### config.mk
export PLATFORM = sky130hd
export DESIGN_NAME = uart_rx_param
export DESIGN_NICKNAME = d
export VERILOG_FILES = /design/src/rtl/uart_rx_param.sv
export SDC_FILE = /design/constraint.sdc
export NUM_CORES = 1
export LEC_CHECK = 0
export CORE_MARGIN = 2
export CORE_UTILIZATION = 50
export CTS_CLUSTER_DIAMETER = 30
export CTS_CLUSTER_SIZE = 14
export DETAILED_ROUTE_END_ITERATION = 7
export PLACE_DENSITY = 0.69
export SKIP_CTS_REPAIR_TIMING = 1
export SYNTH_ARGS = -nofsm -noshare
export SYNTH_HDL_FRONTEND = slang
export SYNTH_SLANG_ARGS = --single-unit
### constraint.sdc
create_clock -name clk -period 2.3 [get_ports clk]
set_clock_uncertainty 0.05 [all_clocks]
set_input_delay 0.46 -clock clk [delete_from_list [all_inputs] [get_ports clk]]
set_output_delay 0.46 -clock clk [all_outputs]
set_load 0.1 [all_outputs]
### src/rtl/uart_rx_param.sv
// Parametrised UART receiver: 2-flop synchronised serial input, mid-bit sampling, REQ/ACK word delivery.
// Optional parity bit enabled by defining UART_RX_PARITY_EN (default build: no parity, PARITY_ERR tied 0).
module uart_rx_param #(
    parameter int CLKS_PER_BIT = 10,
    parameter int DATA_BITS    = 8,
    parameter bit PARITY_ODD   = 1'b0
) (
    input  logic                 clk,
    input  logic                 clr,
    input  logic                 RCV,
    input  logic                 RCV_ACK,
    output logic                 RCV_REQ,
    output logic [DATA_BITS-1:0] RCV_DATA,
    output logic                 FRAME_ERR,
    output logic                 PARITY_ERR,
    output logic                 OVERRUN
);
    localparam int TW = $clog2(CLKS_PER_BIT);
    localparam int IW = $clog2(DATA_BITS);
    localparam logic [TW-1:0] HALF_LOAD = TW'(CLKS_PER_BIT / 2 - 1);
    localparam logic [TW-1:0] FULL_LOAD = TW'(CLKS_PER_BIT - 1);

    typedef enum logic [2:0] {
        S_IDLE   = 3'd0,
        S_START  = 3'd1,
        S_DATA   = 3'd2,
`ifdef UART_RX_PARITY_EN
        S_PARITY = 3'd3,
`endif
        S_STOP   = 3'd4,
        S_BREAK  = 3'd5
    } state_t;

    state_t               state_reg, state_next;
    logic                 rcv_meta_reg, rs_reg;
    logic [TW-1:0]        timer_reg;
    logic [IW-1:0]        bit_idx_reg;
    logic [DATA_BITS-1:0] shift_reg;
    logic [DATA_BITS-1:0] data_reg;
    logic                 req_reg, frame_err_reg, overrun_reg;
    logic                 tick, last_bit, stop_tick, deliver;

    assign tick      = (timer_reg == '0);
    assign last_bit  = (bit_idx_reg == IW'(DATA_BITS - 1));
    assign stop_tick = (state_reg == S_STOP) && tick;
    // A word is only handed over when the consumer is fully idle; anything else counts as dropped.
    assign deliver   = stop_tick && !req_reg && !RCV_ACK;

    always_ff @(posedge clk or posedge clr) begin
        if (clr) begin
            rcv_meta_reg <= 1'b1;
            rs_reg       <= 1'b1;
        end else begin
            rcv_meta_reg <= RCV;
            rs_reg       <= rcv_meta_reg;
        end
    end

    always_ff @(posedge clk or posedge clr) begin
        if (clr) begin
            state_reg <= S_IDLE;
        end else begin
            state_reg <= state_next;
        end
    end

    always_comb begin
        state_next = state_reg;
        case (state_reg)
            S_IDLE: begin
                if (!rs_reg) state_next = S_START;
            end
            S_START: begin
                if (tick) state_next = rs_reg ? S_IDLE : S_DATA;
            end
            S_DATA: begin
                if (tick && last_bit) begin
`ifdef UART_RX_PARITY_EN
                    state_next = S_PARITY;
`else
                    state_next = S_STOP;
`endif
                end
            end
`ifdef UART_RX_PARITY_EN
            S_PARITY: begin
                if (tick) state_next = S_STOP;
            end
`endif
            S_STOP: begin
                if (tick) state_next = rs_reg ? S_IDLE : S_BREAK;
            end
            S_BREAK: begin
                if (rs_reg) state_next = S_IDLE;
            end
            default: state_next = S_IDLE;
        endcase
    end

    // Timer is held at the half-bit load while idle so the start-bit check lands mid-bit.
    always_ff @(posedge clk or posedge clr) begin
        if (clr) begin
            timer_reg   <= '0;
            bit_idx_reg <= '0;
            shift_reg   <= '0;
        end else begin
            if (state_reg == S_IDLE) begin
                timer_reg <= HALF_LOAD;
            end else if (tick) begin
                timer_reg <= FULL_LOAD;
            end else begin
                timer_reg <= timer_reg - 1'b1;
            end

            if (state_reg == S_START) begin
                bit_idx_reg <= '0;
            end else if (state_reg == S_DATA && tick) begin
                bit_idx_reg <= bit_idx_reg + 1'b1;
            end

            if (state_reg == S_DATA && tick) begin
                shift_reg <= {rs_reg, shift_reg[DATA_BITS-1:1]};
            end
        end
    end

    always_ff @(posedge clk or posedge clr) begin
        if (clr) begin
            req_reg       <= 1'b0;
            data_reg      <= '0;
            frame_err_reg <= 1'b0;
            overrun_reg   <= 1'b0;
        end else begin
            if (req_reg && RCV_ACK) begin
                req_reg <= 1'b0;
            end
            if (deliver) begin
                req_reg       <= 1'b1;
                data_reg      <= shift_reg;
                frame_err_reg <= ~rs_reg;
            end else if (stop_tick) begin
                overrun_reg <= 1'b1;
            end
        end
    end

`ifdef UART_RX_PARITY_EN
    logic par_bad_reg, parity_err_reg;

    always_ff @(posedge clk or posedge clr) begin
        if (clr) begin
            par_bad_reg    <= 1'b0;
            parity_err_reg <= 1'b0;
        end else begin
            if (state_reg == S_PARITY && tick) begin
                par_bad_reg <= rs_reg ^ (^shift_reg) ^ PARITY_ODD;
            end
            if (deliver) begin
                parity_err_reg <= par_bad_reg;
            end
        end
    end

    assign PARITY_ERR = parity_err_reg;
`else
    // No parity bit on the line in this build; the parameter only keeps the interface uniform.
    assign PARITY_ERR = PARITY_ODD & 1'b0;
`endif

    assign RCV_REQ   = req_reg;
    assign RCV_DATA  = data_reg;
    assign FRAME_ERR = frame_err_reg;
    assign OVERRUN   = overrun_reg;

endmodule

==> run_results.csv <==
group,metric,value,unit
yosys,yosys.area.top_type,"dfrtp_1",
yosys,synth_ff_type,"dfrtp_1",
grt,grt_max_degree,32,
drt,dr.first_iter.drc_count,10,
timing,drv_slew,0,
floorplan,initial_core_util,53.93,%
cts,cts_root_buf,"clkbuf_4",
drt,ant_nets,0,
yosys,synth_common_cells,"dfrtp_1, mux2_2, inv_1",
timing,tns,0,ns
worst_setup_path,end_kind,"flop",
cells_and_area,diodes,0,
cells_and_area,nets,133,
worst_setup_path,worst_r2r_path_depth,5,
drt,wl,2.176,mm
floorplan,core_area,2545,um2
timing,fin_crit_sh,80.70,%
worst_hold_path,worstHoldStart,"rcv_meta_reg",
worst_setup_path,cp.required,2.46,ns
grt,grt_remaining_overflow,0,
timing,setup_viol,0,
cells_and_area,multi_input_area,538.0,um2
grt,grtUsageMet3,6.452,%
drt,num_vias,866,
cts,clock_tree.buffer_depth,2,
yosys,synth.area.top_cells,"dfrtp_1, mux2_2, dfstp_2, ha_1, inv_1",
yosys,synth_nets,115,
grt,busiest_layer,"met2",
drt,wl_per_cell,13.86,um
cells_and_area,utilization,62.64,%
worst_setup_path,r2r_end,"RCV_DATA[2]",
cts,numCtsBuffers,5,
yosys,syn-cell-area,1373,um2
status,outcome,"completed",
yosys,synth_warnings,0,
pwr,p_per_area,871.8,nW/um2
cells_and_area,final_layout_size_suffix_gt1_share,37.80,%
grt,grt_use_total,16.06,%
yosys,synthArstFlopShare,100.0,%
worst_hold_path,hold_end,"rs_reg",
floorplan,rows,18,
pwr,leakage,0.8189,nW
worst_setup_path,r2r-start,"timer_reg[0]",
yosys,yosys.area.top_type_share,52.87,%
cts,cts_sinks,31,
floorplan,dieArea,3180,um2
cells_and_area,nFillCells,212,
grt,antenna_found_initial,0,
floorplan,die_w,56.40,um
placed_design,globalplace.congestion,0.7892,
cells_and_area,regArea,778.2,um2
yosys,synth_area_per_cell,12.71,um2
yosys,syn_inst,108,
timing,worst_slack,0.4440,ns
grt,use_met1,19.76,%
cts,clk_latency,0.33,ns
timing,hold_viol,0,
timing,fmax,538.8,MHz
yosys,synth_fa_ha_area_share,2.735,%
floorplan,io_pins,16,
placed_design,portBuffers,14,
yosys,synth_simple_gate_area_share,14.22,%
timing,finalCriticalPeriod,1.856,ns
cts,cts_tree,"yes",
job,maxCapViolations,0,
drt,drt_pass1_iterations,4,
cts,path_clk_slew,0.10,ns
worst_hold_path,holdPathStages,0,
worst_hold_path,min_path_type,"reg -> reg",
yosys,synth_compound_area_share,8.113,%
placed_design,dpl.hpwl,1.515,mm
timing,whs,0.2997,ns
pwr,peakVddDrop,0.6530,mV
grt,grt_pass1_vias,857,
grt,grt_pass1_wl,3.843,mm
worst_setup_path,ff2ff_setup_slack,0.44,ns
worst_setup_path,cp_data_arrival_time,2.02,ns
drt,via_per_inst,5.516,
floorplan,die-height,56.40,um
pwr,totalPowerFinal,1.390,mW
yosys,synth_xor_area_share,0,%
yosys,ys_seq_area_share,56.70,%
placed_design,dpl_worst_slack,0.4341,ns
cells_and_area,synthToLayoutAreaGrowth,16.14,%
yosys,yosysUniqueCellTypes,29,
yosys,synth_top_family_by_area,"simple AND/OR/NAND/NOR gates",
drt,drc,0,
grt,met2_usage,25.04,%
yosys,synth.ff_latch_count,31,
yosys,synth.area.mux_share,13.86,%
worst_setup_path,cp_max_fo,9,
yosys,synth-edff-count,0,
cts,htreeDepth,2,
worst_setup_path,start_kind,"flop",
worst_setup_path,worstSetupPathType,"reg -> reg",
timing,rsz0062_at_grt,"no",
yosys,synth_most_common_cell,"dfrtp_1",
==> where the power goes <==
part	internal, mW	switching, mW
Sequential	0.602	0.0793
Combinational	0.125	0.146
Clock	0.257	0.181
==> worst max-delay path: stages (launching register included) <==
cell and delay, ns:
dfrtp_1 0.40, inv_1 0.06, ha_1 0.26, nor3b_4 0.37, nand4_4 0.26, mux2_2 0.33
==> area by class of cell <==
type	count	share of cell area, %
inverters	9	2.119
well taps	30	2.355
repair buffers	15	7.535
multi-input cells	64	33.75
flip-flops and latches	31	48.82
clock buffers	6	3.218
clock inverters	2	2.198
==> per-layer routing <==
| metal | vias to the layer above | wire length (um) |
|---|---|---|
| met5 | - | 0 |
| met4 | 0 | 37 |
| met1 | 431 | 1009 |
| li1 | 418 | - |
| met3 | 5 | 94 |
| met2 | 12 | 1036 |
==> kinds of logic after synthesis <==
kind of cell    after synthesis
compound gates               16
fa+ha+maj                     3
buf+inv                      13
flops                        31
mux                          17
other cells                   1
simple gates                 27
==> through the flow <==
| stage | instances | cell area (um2) |
|---|---|---|
| 2_1_floorplan | 108 | 1373 |
| 3_3_place_gp | 149 | 1508 |
| 3_5_place_dp | 149 | 1508 |
| 4_1_cts | 157 | 1594 |
| 5_1_grt | 157 | 1594 |
| 6_report | 157 | 1594 |
==> worst max path at each step <==
stage                       from           to  cells after the start
floorplan                RCV_REQ  RCV_DATA[0]                      3
global placement         RCV_ACK  RCV_DATA[0]                      4
detailed placement       RCV_ACK  RCV_DATA[1]                      4
CTS                 timer_reg[0]  RCV_DATA[2]                      5
global route        timer_reg[0]  RCV_DATA[0]                      5
finish              timer_reg[0]  RCV_DATA[2]                      5
==> cells in the final DEF, fill, tap and decap left out <==
cell type        synthesis  routed
clkbuf_4                 0       5
a311o_1                  1       1
nand3_2                  1       1
nor4b_2                  1       1
a21oi_1                  5       5
or3b_2                   1       1
nand2_1                  2       2
nand3_1                  5       5
and3_2                   4       4
conb_1                   1       1
nor2b_1                  2       2
a211o_1                  3       3
o21ai_0                  2       2
nor3b_4                  1       1
dfstp_2                  2       2
bufinv_16                0       1
nand4_4                  1       1
dfrtp_1                 29      29
a221oi_1                 2       2
clkdlybuf4s50_1          0       3
buf_4                    1      12
nor2_1                   5       5
and4bb_2                 1       1
o21bai_1                 2       2
mux2i_1                  1       1
mux2_2                  16      16
inv_1                    9       9
nor3_1                   3       3
o21a_1                   1       1
clkbuf_8                 0       1
clkinv_2                 0       1
ha_1                     3       3
(Power assumes the default switching activity.)
